### src/rtl/alu_sched_pkg.sv
// Shared types and helpers for the two-requester ALU scheduler.
// Flag bit positions match the ALU's {ERR,OFLOW,COUT,G,L,E} output.
package alu_sched_pkg;

    typedef enum logic [1:0] {
        ST_IDLE,
        ST_ISSUE,
        ST_WAIT,
        ST_RESP
    } state_e;

    localparam int FLG_ERR   = 5;
    localparam int FLG_OFLOW = 4;
    localparam int FLG_COUT  = 3;
    localparam int FLG_G     = 2;
    localparam int FLG_L     = 1;
    localparam int FLG_E     = 0;
    localparam int NUM_FLAGS = FLG_ERR + 1;

    localparam int unsigned CMD_MUL_A = 9;
    localparam int unsigned CMD_MUL_B = 10;

    // Multiply-class commands take the long result path through the ALU.
    function automatic logic is_long_op(input logic mode, input int unsigned cmd);
        return mode && (cmd == CMD_MUL_A || cmd == CMD_MUL_B);
    endfunction

endpackage

### src/rtl/alu_req_scheduler_if.sv
// Requester, ALU and response signal bundle seen by the scheduler.
// slave = scheduler side, master = requesters plus ALU side.
interface alu_req_scheduler_if
    import alu_sched_pkg::*;
#(
    parameter int W = 8,
    parameter int N = 4
);
    logic [1:0]           req_valid;
    logic [1:0]           req_ready;
    logic [2*W-1:0]       req_opa;
    logic [2*W-1:0]       req_opb;
    logic [1:0]           req_cin;
    logic [1:0]           req_mode;
    logic [2*N-1:0]       req_cmd;

    logic                 alu_ce;
    logic [W-1:0]         alu_opa;
    logic [W-1:0]         alu_opb;
    logic                 alu_cin;
    logic                 alu_mode;
    logic [1:0]           alu_inp_valid;
    logic [N-1:0]         alu_cmd;
    logic [W:0]           alu_res;
    logic [NUM_FLAGS-1:0] alu_flags;

    logic [1:0]           resp_valid;
    logic [1:0]           resp_ready;
    logic [W:0]           resp_res;
    logic [NUM_FLAGS-1:0] resp_flags;

    modport slave (
        input  req_valid, req_opa, req_opb, req_cin, req_mode, req_cmd,
        output req_ready,
        output alu_ce, alu_opa, alu_opb, alu_cin, alu_mode, alu_inp_valid, alu_cmd,
        input  alu_res, alu_flags,
        output resp_valid, resp_res, resp_flags,
        input  resp_ready
    );

    modport master (
        output req_valid, req_opa, req_opb, req_cin, req_mode, req_cmd,
        input  req_ready,
        input  alu_ce, alu_opa, alu_opb, alu_cin, alu_mode, alu_inp_valid, alu_cmd,
        output alu_res, alu_flags,
        input  resp_valid, resp_res, resp_flags,
        output resp_ready
    );

endinterface

### src/rtl/alu_req_scheduler_rr_arb2.sv
// Two-way round-robin grant: on a tie the requester not served last wins.
// Purely combinational; grant is one-hot or zero and only covers valid requests.
module rr_arb2 (
    input  logic [1:0] req_i,
    input  logic       last_i,
    output logic [1:0] grant_o
);

    always_comb begin
        case (req_i)
            2'b01:   grant_o = 2'b01;
            2'b10:   grant_o = 2'b10;
            2'b11:   grant_o = last_i ? 2'b01 : 2'b10;
            default: grant_o = 2'b00;
        endcase
    end

endmodule

### src/rtl/alu_req_scheduler.sv
// Shares one ALU between two requesters: accept, issue both operands at once,
// wait the command latency, capture the result and hand it back to its owner.
module alu_req_scheduler
    import alu_sched_pkg::*;
#(
    parameter int W        = 8,
    parameter int N        = 4,
    parameter int MUL_LAT  = 3,
    parameter int BASE_LAT = 1
) (
    input  logic               clk,
    input  logic               RST,
    alu_req_scheduler_if.slave bus,
    output logic               busy
);

    localparam int MAX_LAT = (MUL_LAT > BASE_LAT) ? MUL_LAT : BASE_LAT;
    localparam int CNT_W   = $clog2(MAX_LAT + 1);

    typedef struct packed {
        state_e               state;
        logic [CNT_W-1:0]     cnt;
        logic                 owner;
        logic                 last;
        logic                 long_op;
        logic [W-1:0]         opa;
        logic [W-1:0]         opb;
        logic                 cin;
        logic                 mode;
        logic [N-1:0]         cmd;
        logic [1:0]           inp_valid;
        logic                 ce;
        logic [1:0]           resp_valid;
        logic [W:0]           res;
        logic [NUM_FLAGS-1:0] flags;
        logic                 busy;
    } regs_t;

    regs_t r_q, r_d;

    logic [1:0]   grant;
    logic         win;
    logic [W-1:0] opa_sel;
    logic [W-1:0] opb_sel;
    logic [N-1:0] cmd_sel;

    rr_arb2 u_arb (
        .req_i   (bus.req_valid),
        .last_i  (r_q.last),
        .grant_o (grant)
    );

    assign win     = grant[1];
    assign opa_sel = win ? bus.req_opa[2*W-1:W] : bus.req_opa[W-1:0];
    assign opb_sel = win ? bus.req_opb[2*W-1:W] : bus.req_opb[W-1:0];
    assign cmd_sel = win ? bus.req_cmd[2*N-1:N] : bus.req_cmd[N-1:0];

    // A reset cycle never completes a transfer, so do not advertise one.
    assign bus.req_ready = (r_q.state == ST_IDLE && !RST) ? grant : 2'b00;

    always_comb begin
        // NOTE: full default first so no path through the case leaves a field unassigned (no latches).
        r_d = r_q;
        case (r_q.state)
            ST_IDLE: begin
                if (|grant) begin
                    r_d.owner     = win;
                    r_d.opa       = opa_sel;
                    r_d.opb       = opb_sel;
                    r_d.cin       = bus.req_cin[win];
                    r_d.mode      = bus.req_mode[win];
                    r_d.cmd       = cmd_sel;
                    r_d.long_op   = is_long_op(bus.req_mode[win], 32'(cmd_sel));
                    r_d.inp_valid = 2'b11;
                    r_d.ce        = 1'b1;
                    r_d.busy      = 1'b1;
                    r_d.state     = ST_ISSUE;
                end
            end
            ST_ISSUE: begin
                r_d.cnt       = r_q.long_op ? CNT_W'(MUL_LAT) : CNT_W'(BASE_LAT);
                r_d.inp_valid = 2'b00;
                r_d.state     = ST_WAIT;
            end
            ST_WAIT: begin
                r_d.cnt = r_q.cnt - 1'b1;
                if (r_q.cnt == CNT_W'(1)) begin
                    r_d.res        = bus.alu_res;
                    r_d.flags      = bus.alu_flags;
                    r_d.ce         = 1'b0;
                    r_d.resp_valid = 2'b01 << r_q.owner;
                    r_d.state      = ST_RESP;
                end
            end
            ST_RESP: begin
                // Only the owner's ready completes the response.
                if (bus.resp_ready[r_q.owner]) begin
                    r_d.last       = r_q.owner;
                    r_d.resp_valid = 2'b00;
                    r_d.busy       = 1'b0;
                    r_d.state      = ST_IDLE;
                end
            end
            default: r_d.state = ST_IDLE;
        endcase
    end

    // NOTE: state is updated only with non-blocking assignments so every register samples pre-edge values.
    always_ff @(posedge clk) begin
        if (RST) begin
            r_q       <= '0;
            r_q.state <= ST_IDLE;
            r_q.last  <= 1'b1;
        end else begin
            r_q <= r_d;
        end
    end

    assign bus.alu_ce        = r_q.ce;
    assign bus.alu_opa       = r_q.opa;
    assign bus.alu_opb       = r_q.opb;
    assign bus.alu_cin       = r_q.cin;
    assign bus.alu_mode      = r_q.mode;
    assign bus.alu_inp_valid = r_q.inp_valid;
    assign bus.alu_cmd       = r_q.cmd;
    assign bus.resp_valid    = r_q.resp_valid;
    assign bus.resp_res      = r_q.res;
    assign bus.resp_flags    = r_q.flags;
    assign busy              = r_q.busy;

endmodule

### src/flat_wrapper.sv
// flat-port wrapper written by rule: the top's interface ports become plain ports
module alu_req_scheduler_flat import alu_sched_pkg::*;
#(
    parameter int W        = 8,
    parameter int N        = 4,
    parameter int MUL_LAT  = 3,
    parameter int BASE_LAT = 1
)
  (clk, RST, busy, bus_req_valid, bus_req_opa, bus_req_opb, bus_req_cin, bus_req_mode, bus_req_cmd, bus_req_ready, bus_alu_ce, bus_alu_opa, bus_alu_opb, bus_alu_cin, bus_alu_mode, bus_alu_inp_valid, bus_alu_cmd, bus_alu_res, bus_alu_flags, bus_resp_valid, bus_resp_res, bus_resp_flags, bus_resp_ready);
  alu_req_scheduler_if #(.W(W), .N(N)) bus_i ();
  input  logic clk;
  input  logic RST;
  output logic busy;
  input wire logic [$bits(bus_i.req_valid)-1:0] bus_req_valid;
  input wire logic [$bits(bus_i.req_opa)-1:0] bus_req_opa;
  input wire logic [$bits(bus_i.req_opb)-1:0] bus_req_opb;
  input wire logic [$bits(bus_i.req_cin)-1:0] bus_req_cin;
  input wire logic [$bits(bus_i.req_mode)-1:0] bus_req_mode;
  input wire logic [$bits(bus_i.req_cmd)-1:0] bus_req_cmd;
  output wire logic [$bits(bus_i.req_ready)-1:0] bus_req_ready;
  output wire logic [$bits(bus_i.alu_ce)-1:0] bus_alu_ce;
  output wire logic [$bits(bus_i.alu_opa)-1:0] bus_alu_opa;
  output wire logic [$bits(bus_i.alu_opb)-1:0] bus_alu_opb;
  output wire logic [$bits(bus_i.alu_cin)-1:0] bus_alu_cin;
  output wire logic [$bits(bus_i.alu_mode)-1:0] bus_alu_mode;
  output wire logic [$bits(bus_i.alu_inp_valid)-1:0] bus_alu_inp_valid;
  output wire logic [$bits(bus_i.alu_cmd)-1:0] bus_alu_cmd;
  input wire logic [$bits(bus_i.alu_res)-1:0] bus_alu_res;
  input wire logic [$bits(bus_i.alu_flags)-1:0] bus_alu_flags;
  output wire logic [$bits(bus_i.resp_valid)-1:0] bus_resp_valid;
  output wire logic [$bits(bus_i.resp_res)-1:0] bus_resp_res;
  output wire logic [$bits(bus_i.resp_flags)-1:0] bus_resp_flags;
  input wire logic [$bits(bus_i.resp_ready)-1:0] bus_resp_ready;
  assign bus_i.req_valid = bus_req_valid;
  assign bus_i.req_opa = bus_req_opa;
  assign bus_i.req_opb = bus_req_opb;
  assign bus_i.req_cin = bus_req_cin;
  assign bus_i.req_mode = bus_req_mode;
  assign bus_i.req_cmd = bus_req_cmd;
  assign bus_req_ready = bus_i.req_ready;
  assign bus_alu_ce = bus_i.alu_ce;
  assign bus_alu_opa = bus_i.alu_opa;
  assign bus_alu_opb = bus_i.alu_opb;
  assign bus_alu_cin = bus_i.alu_cin;
  assign bus_alu_mode = bus_i.alu_mode;
  assign bus_alu_inp_valid = bus_i.alu_inp_valid;
  assign bus_alu_cmd = bus_i.alu_cmd;
  assign bus_i.alu_res = bus_alu_res;
  assign bus_i.alu_flags = bus_alu_flags;
  assign bus_resp_valid = bus_i.resp_valid;
  assign bus_resp_res = bus_i.resp_res;
  assign bus_resp_flags = bus_i.resp_flags;
  assign bus_i.resp_ready = bus_resp_ready;
  alu_req_scheduler #(.W(W), .N(N), .MUL_LAT(MUL_LAT), .BASE_LAT(BASE_LAT)) u_core (.clk(clk), .RST(RST), .bus(bus_i), .busy(busy));
endmodule
### config.mk
export PLATFORM = sky130hd
export DESIGN_NAME = alu_req_scheduler_flat
export DESIGN_NICKNAME = d
export VERILOG_FILES = /design/src/rtl/alu_sched_pkg.sv /design/src/rtl/alu_req_scheduler_if.sv /design/src/rtl/alu_req_scheduler_rr_arb2.sv /design/src/rtl/alu_req_scheduler.sv /design/src/flat_wrapper.sv
export SDC_FILE = /design/constraint.sdc
export NUM_CORES = 1
export LEC_CHECK = 0
export ABC_AREA = 1
export CORE_AREA = 4 4 82 84
export DETAILED_ROUTE_END_ITERATION = 7
export DIE_AREA = 0 0 86 88
export MAX_ROUTING_LAYER = met4
export PLACE_DENSITY = 0.78
export SLEW_MARGIN = 20
export SYNTH_ARGS = -nofsm -noshare
export SYNTH_HDL_FRONTEND = slang
export SYNTH_SLANG_ARGS = --single-unit
### constraint.sdc
create_clock -name clk -period 2.1 [get_ports clk]
set_clock_uncertainty 0.2 [all_clocks]
set_input_delay 0.315 -clock clk [delete_from_list [all_inputs] [get_ports clk]]
set_output_delay 0.315 -clock clk [all_outputs]
set_load 0.1 [all_outputs]
### Word-level counts from Yosys, hierarchy flattened

Index checks and enable logic that the tools add are counted.
W data, S select, Z words.

| storage, ports and cells | value |
|---|---|
| bits in registers | 50 |
| logic and storage cells | 77 |

| operators by class | value |
|---|---|
| add/sub/neg operators | 1 |
| magnitude comparators | 2 |
| equality and inequality tests | 12 |
| shift operators | 1 |
| mux-type cells | 26 |
| reductions and logical operators | 19 |

Operators by type and width:

| kind | number |
|---|---|
| $mux W18 | 1 |
| $mux W8 | 2 |
| $mux W2 | 6 |
| $pmux W2 S2 | 3 |
| $reduce_and A3 Y1 | 4 |
| $reduce_bool A2 Y1 | 5 |
| $eq A2 B2 Y1 const B | 4 |
| $eq A4 B4 Y1 const B | 2 |
| $mux W1 | 8 |
| $pmux W2 S4 | 1 |
| $reduce_and A2 Y1 | 4 |
| $eq A2 B1 Y1 const B | 3 |
| $pmux W2 S3 | 1 |
| $lt A1 B2 Y1 const B | 2 |
| $mux W4 | 1 |
| $ne A2 B1 Y1 const B | 2 |
| $pmux W1 S2 | 2 |
| $mux W3 | 1 |
| $logic_and A1 B1 Y1 | 2 |
| $logic_not A2 Y1 | 1 |
| $ne A2 B2 Y1 const B | 1 |
| $reduce_or A2 Y1 | 1 |
| $shl A1 B1 Y2 const A | 1 |
| $sub A2 B1 Y2 const B | 1 |
| other kinds (2) | 2 |

### Longest topological paths before layout

Gate-level depths: netlist of run 1.

| depth | value |
|---|---|
| depth in word-level cells | 6 |
| gate-level depth with buffers | 9 |

### Hierarchy

Synthesis of run 1 repeated with hierarchy kept, for this count alone.

| second synthesis, totals | value |
|---|---|
| cell total of the unflattened synthesis | 339 |
| area, all modules | 2,491.1 µm² |

Modules (own cells, without submodules):

| module | instances | cells each | area each (µm²) | seq. area each (µm²) |
|---|---|---|---|---|
| alu_req_scheduler | 1 | 334 | 2,469.9 | 980.9 |
| rr_arb2 | 1 | 5 | 21.3 | 0.0 |

### Least setup slack after synthesis of run 1

OpenSTA, ideal clock, no wires.

| timing | value |
|---|---|
| kind | reg-to-output |
| from | register u_core.r_q[48] (netlist bit) |
| to | output bus_req_ready[0] |
| data arrival time | 2.957 ns |
| data required time | 1.585 ns |
| setup slack | -1.372 ns |
| cell stages (with the launch flop) | 7 |
| buffers on the path | 0 |
| cells stage by stage | dfxtp_1 inv_1 ha_1 inv_1 nor2_4 inv_2 nor3_1 |

| between the ends | value |
|---|---|
| cells in the longest elaborated chain, start to end | 3 |

Ends and longest elaborated chain:

| element | line | RTL |
|---|---|---|
| start: declaration | alu_req_scheduler.sv:39 | `regs_t r_q, r_d;` |
| start signal: assignment | alu_req_scheduler.sv:115 | `r_q <= r_d;` |
| $logic_not A2 Y1 | alu_req_scheduler.sv:59 | `assign bus.req_ready = (r_q.state == ST_IDLE && !RST) ? grant : 2'b00;` |
| $logic_and A1 B1 Y1 | alu_req_scheduler.sv:59 |  |
| $mux W2 | alu_req_scheduler.sv:59 |  |
| end: declaration | flat_wrapper.sv:20 | `output wire logic [$bits(bus_i.req_ready)-1:0] bus_req_ready;` |

No other way between the ends.

### Worst setup path after layout of run 1

| timing | value |
|---|---|
| from | register u_core.r_q[49] (netlist bit) |
| to | output bus_req_ready[0] |

Same word-level chain as after synthesis.

==> out/metrics.csv, run 1 <==
metric,value,unit
tightest_slew,466,ps
vias,2255,
critPathMaxStageDelay,350,ps
wl,6340,µm
dieArea,7570,µm²
final_common_cell,clkdlybuf4s50_1,
place_hpwl,4860,µm
fp.dieH,88,µm
cts_buffers,5,
area_growth_syn_to_layout,37.8,%
dr_wl_met3,397,µm
rsz0062_at_grt,no,
crit_path_start_kind,register,
syn-instance-count,318,
finalSetupTns,0,ps
rows,28,
cts_tree,done,
clk_pin_slew,90,ps
ioPinCount,110,
stdcell_count,464,
met1_length,2650,µm
syn-num-nets,389,
synth_cell_types,23,
viasPerCell,4.86,
critPathCaptureType,output port,
cp-startpoint,u_core.r_q[49],
initial_core_util,40.7,%
placedCellCount,456,
power,5.11,mW
cts_num_sinks,49,
arrival,1510,ps
synth_top_cell_area_share,40.7,%
hold_path.class,reg2reg,
status,"finished, final reports clean",
post-route-period-util,96.4,%
yosys.area.top_type,dfxtp_1,
fmax,0.494,GHz
gp_congestion,0.811,
synth_area,2410,µm²
crit_family,buffers and inverters,
die_w,86,µm
core-area,5920,µm²
dr.pass1.iters,4,
grt_max_degree,32,
drv_slew,0,
min_from,u_core.bus.resp_valid[0],
grt_pass1_wl,10100,µm
path_class,reg2out,
h-tree-depth,2,
required,1580,ps
nets,459,
crit_path_cell_trace,"inv_2, ha_4, inv_2, nor2_4, inv_2, nor3_4, buf_12",
diodes,0,
hold_viol,0,
n_fill_cell,536,
maxCapViolCount,0,
synthTopCellsByArea,"dfxtp_1 (41%), buf_4 (13%), o21ai_0 (8.5%), nor2_1 (6.4%), nand2_1 (5.8%)",
crit_buf_inv,4,
wire_per_inst,13.7,µm
highest_layer,met4,
layout_common_cells,"clkdlybuf4s50_1 (63), buf_4 (50), dfxtp_1 (47), nor2_1 (41), o21ai_0 (41)",
clock_path_buffers,2,
overflow,0,
peakVddDrop,0.853,mV
power_density,1540,nW/µm²
cts_root_buf,clkbuf_8,
clock_latency,300,ps
synth.avg_cell_area,7.57,µm²
yosysSeqAreaShare,40.7,%
path_common_cell,inv_2,
antenna_found_initial,0,
grt_pass1_vias,2141,
port_buffers,109,
relSlewSlack,68.9,%
drcViolationCount,0,
final_antenna_net_count,0,
drt_iter0_drc,74,
track_usage,17.3,%
setup_viol,0,
ys_ff_latch,49,
drive_above_1_share,19.0,%
r2r-start,u_core.r_q[48],
p_leak,1.45,nW
cp_slowest_cell,dfxtp_2,
period_needed,2020,ps
critPathMaxFanout,4,
dr_wl_met2,3190,µm
yosysWarnings,0,
==> metal layers <==
layer  vias up  GRT usage, %
li1       1153             -
met1      1023          19.9
met2        66          29.8
met3        13          3.39
met4         0          6.19
met5         -             -
==> worst min-delay path, stage by stage, from the launching register on <==
cell     delay, ps
dfxtp_1        320
nand2_1         60
a21oi_1         50
==> flip-flops by register name, summed over array words and instances, names as in the netlist <==
signal	cells
u_core.bus.alu_inp_valid	1
u_core.bus.resp_flags	6
u_core.r_q	7
u_core.bus.resp_res	9
u_core.bus.alu_ce	1
u_core.bus.alu_mode	1
u_core.bus.alu_cmd	4
u_core.bus.alu_cin	1
u_core.bus.alu_opb	8
u_core.busy	1
u_core.bus.resp_valid	2
u_core.bus.alu_opa	8
==> cell usage after synthesis <==
library cell,count
buf_6,1
o21ai_2,1
o211ai_1,5
inv_2,2
nor2_1,41
a31oi_1,1
o21ai_1,2
buf_2,8
nor2_4,2
nand2_1,37
o21ai_0,41
a21o_1,1
a21oi_1,25
nand3_1,5
dfxtp_1,49
inv_1,23
a21oi_2,1
o22ai_1,17
ha_1,6
a221oi_1,1
clkbuf_1,4
buf_4,41
nor3_1,4
==> worst paths after layout <==
kind	cells after the start	slack, ps	endpoint
hold / removal	2	270	u_core.bus.resp_valid[0]
setup / recovery	7	80	bus_req_ready[0]
setup reg to reg	6	420	u_core.bus.resp_valid[1]
hold reg to reg	2	270	u_core.bus.resp_valid[0]
==> timing repair <==
item / in CTS / in global routing
setup buffers: 0 / 0
hold buffers: 0 / 0
endpoints found under the setup margin: 1 / 0
gates resized for setup: 1 / 0
==> power by group <==
part	switching [mW]	internal, mW
clock	0.332	0.237
combinational	2.41	0.770
sequential	0.154	1.20
total	2.90	2.21
==> stage by stage <==
step | cell area (µm²) | hold slack, ps | setup WS [ps] | utilization, %
after floorplan | 2430 | 238 | -37.2 | -
after global placement | 3230 | 253 | 9.66 | 54.6
after detailed placement | 3230 | 260 | -19.7 | 54.6
after CTS | 3320 | 273 | 59.4 | 56.1
after global routing | 3320 | 292 | 2.27 | 56.1
final | 3320 | 270 | 76.0 | 56.1
==> logic make-up (layout without fill, tap and decap cells) <==
kind of cell	Yosys count	after routing	synth area share, %
AO/OA/AOI/OAI	95	95	21.8
flip-flops	49	49	40.7
AND/OR/NAND/NOR	89	89	15.0
buffers and inverters	79	150	19.4
adder cells (fa/ha/maj)	6	6	3.12
==> final cells by class <==
type	instances	area, µm²	area share, %
well taps	75	93.8	2.83
clock inverters	3	21.3	0.641
multi-input cells	190	983	29.6
repair buffers	117	1070	32.4
inverters	25	93.8	2.83
flip-flops and latches	49	983	29.6
clock buffers	5	68.8	2.07
Note: power is estimated with default switching activity, not from simulation.
==> run 2: changes to the inputs <==
Settings changed: CORE_AREA 4 4 82 84 to 4 4 79 81, DIE_AREA 0 0 86 88 to 0 0 83 85, GPL_TIMING_DRIVEN set to 0, HOLD_SLACK_MARGIN set to 0.08, PLACE_DENSITY 0.78 to 0.83.
Clock period 2.1 ns to 2.41 ns, I/O delays scaled along.
==> run 2 against run 1 <==
Effect of this change:
- combinational power fell by 6.9%
- final area rose by 10%
- core utilization rose by 11 points
- power fell by 9.2%
- cell count rose by 9.3%
- critical path type unchanged
==> out/metrics.csv, run 2 (synthesis gave the netlist of run 1 again) <==
metric,value,unit,change
cts_root_buf,clkbuf_8,,
critPathMaxStageDelay,1140,ps,+790 ps
grt_pass1_vias,2452,,+15%
hold_viol,0,,unchanged
drv_slew,0,,unchanged
vias,2486,,+10%
postCtsHoldBufs,0,,unchanged
hold_path.class,in2reg,,
min_from,RST,,
pre_cts_ws,-1020,ps,-1000 ps
initial_core_util,44.0,%,+3.3 points
final_antenna_net_count,0,,unchanged
crit_path_cell_trace,clkdlybuf4s50_1,,
dr.pass1.iters,4,,unchanged
maxCapViolCount,0,,unchanged
port_buffers,108,,-0.92%
finalSetupTns,0,ps,unchanged
clock_path_buffers,2,,unchanged
cts_tree,done,,
stdcell_count,507,,+9.3%
power_density,1270,nW/µm²,-18%
nets,505,,+10%
critPathMaxFanout,2,,-2
p_leak,1.79,nW,+23%
required,1850,ps,+270 ps
r2r-start,u_core.r_q[48],,
wl,6710,µm,+5.8%
antenna_found_initial,0,,unchanged
relSlewSlack,33.1,%,-36 points
n_fill_cell,474,,-12%
fp.dieH,85,µm,-3.4%
status,"finished, final reports clean",,
fin_util,66.9,%,+11 points
final_common_cell,clkdlybuf4s50_1,,
period_needed,2370,ps,
placedCellCount,498,,+9.2%
crit_buf_inv,1,,-3
area_growth_syn_to_layout,52.1,%,
hold_ws,139,ps,-132 ps
ioPinCount,110,,unchanged
cp-startpoint,u_core.bus.alu_mode,,
dpl_cell_area,3590,µm²,+11%
arrival,1810,ps,+300 ps
wire_per_inst,13.2,µm,-3.2%
drcViolationCount,0,,unchanged
dieArea,7060,µm²,-6.8%
path_class,reg2out,,
layout_common_cells,"clkdlybuf4s50_1 (64), dfxtp_1 (49), buf_4 (43), nor2_1 (41), o21ai_0 (41)",,
die_w,83,µm,-3.5%
clock_latency,310,ps,about the same
track_usage,19.3,%,+2.0 points
post-route-period-util,98.2,%,
viasPerCell,4.90,,+0.89%
grt_pass1_wl,10900,µm,+7.9%
drive_above_1_share,15.9,%,-3.2 points
critPathCaptureType,output port,,
rsz0062_at_grt,no,,
largest_register_ffs,9,,unchanged
overflow,0,,unchanged
gp_congestion,0.833,,+2.7%
place_hpwl,5200,µm,+7.1%
peakVddDrop,0.744,mV,-13%
finish.instance_area,3660,µm²,+10%
rows,27,,-3.6%
fin_ws,42.8,ps,-33.2 ps
crit_path_start_kind,register,,
crit_family,buffers and inverters,,
clk_pin_slew,110,ps,+20 ps
cp_slowest_cell,clkdlybuf4s50_1,,
power,4.64,mW,-9.2%
fmax,0.422,GHz,
core-area,5470,µm²,-7.6%
cts_num_sinks,49,,unchanged
grt_max_degree,20,,-38%
diodes,0,,unchanged
cts_buffers,5,,unchanged
tightest_slew,1000,ps,+536 ps
setup_viol,0,,unchanged
h-tree-depth,2,,unchanged
drt_iter0_drc,106,,+43%
==> run 2: cell types whose count changed in the layout (fill, tap and decap cells not counted), moves of 2 or more <==
cell,before,now
inv_2,5,2
inv_1,20,23
dfxtp_2,2,0
dfxtp_1,47,49
dlygate4sd2_1,1,39
buf_6,0,2
buf_2,0,7
clkbuf_1,0,4
buf_4,50,43
buf_12,3,0
dlymetal6s2s_1,0,3
==> run 2: final timing paths <==
check	endpoint	slack, ps	cells past startpoint
setup / recovery	bus_alu_mode	40	1
hold / removal	u_core.bus.resp_valid[0]	140	2
setup reg to reg	u_core.bus.resp_res[0]	580	7
hold reg to reg	u_core.bus.resp_valid[0]	260	2
==> run 2: worst register-to-register path, delay by kind of cell (launching register included) <==
kind,cells,cell delay [ps]
buffers and inverters,3,450
adders and majority gates,1,280
DFF,1,390
and+or+nand+nor,3,430
==> run 2: timing repair <==
action                                 in CTS  in global routing
setup buffers                               0                  2
pin swaps                                   0                  1
resized for setup                          53                  5
endpoints found under the hold margin       0                  0
setup endpoints to repair                  41                  4
==> run 2: area by class of cell <==
cell class	instances	area [µm²]	area share [%]
plain buffers	53	369	10.1
clock buffers	5	68.8	1.88
clock inverters	3	25.0	0.683
inverters	25	93.8	2.56
multi-input cells	190	973	26.6
flip-flops and latches	49	981	26.8
well taps	72	90.1	2.46
repair buffers	110	1060	29.0
==> run 2: report_power, final <==
part           leakage (nW)  switching (mW)  internal [mW]  total, mW
combinational          1.34            2.16          0.793       2.96
clock                0.0447           0.298          0.210      0.508
sequential            0.403           0.130           1.04       1.17
total                  1.79            2.59           2.05       4.64
==> run 2: metal layers <==
metal	vias up	routed length [µm]	global-route usage [%]
met5	-	0	-
met4	0	81	5.65
met3	8	605	6.02
met2	110	3240	33.5
met1	1123	2790	21.2
li1	1245	-	-
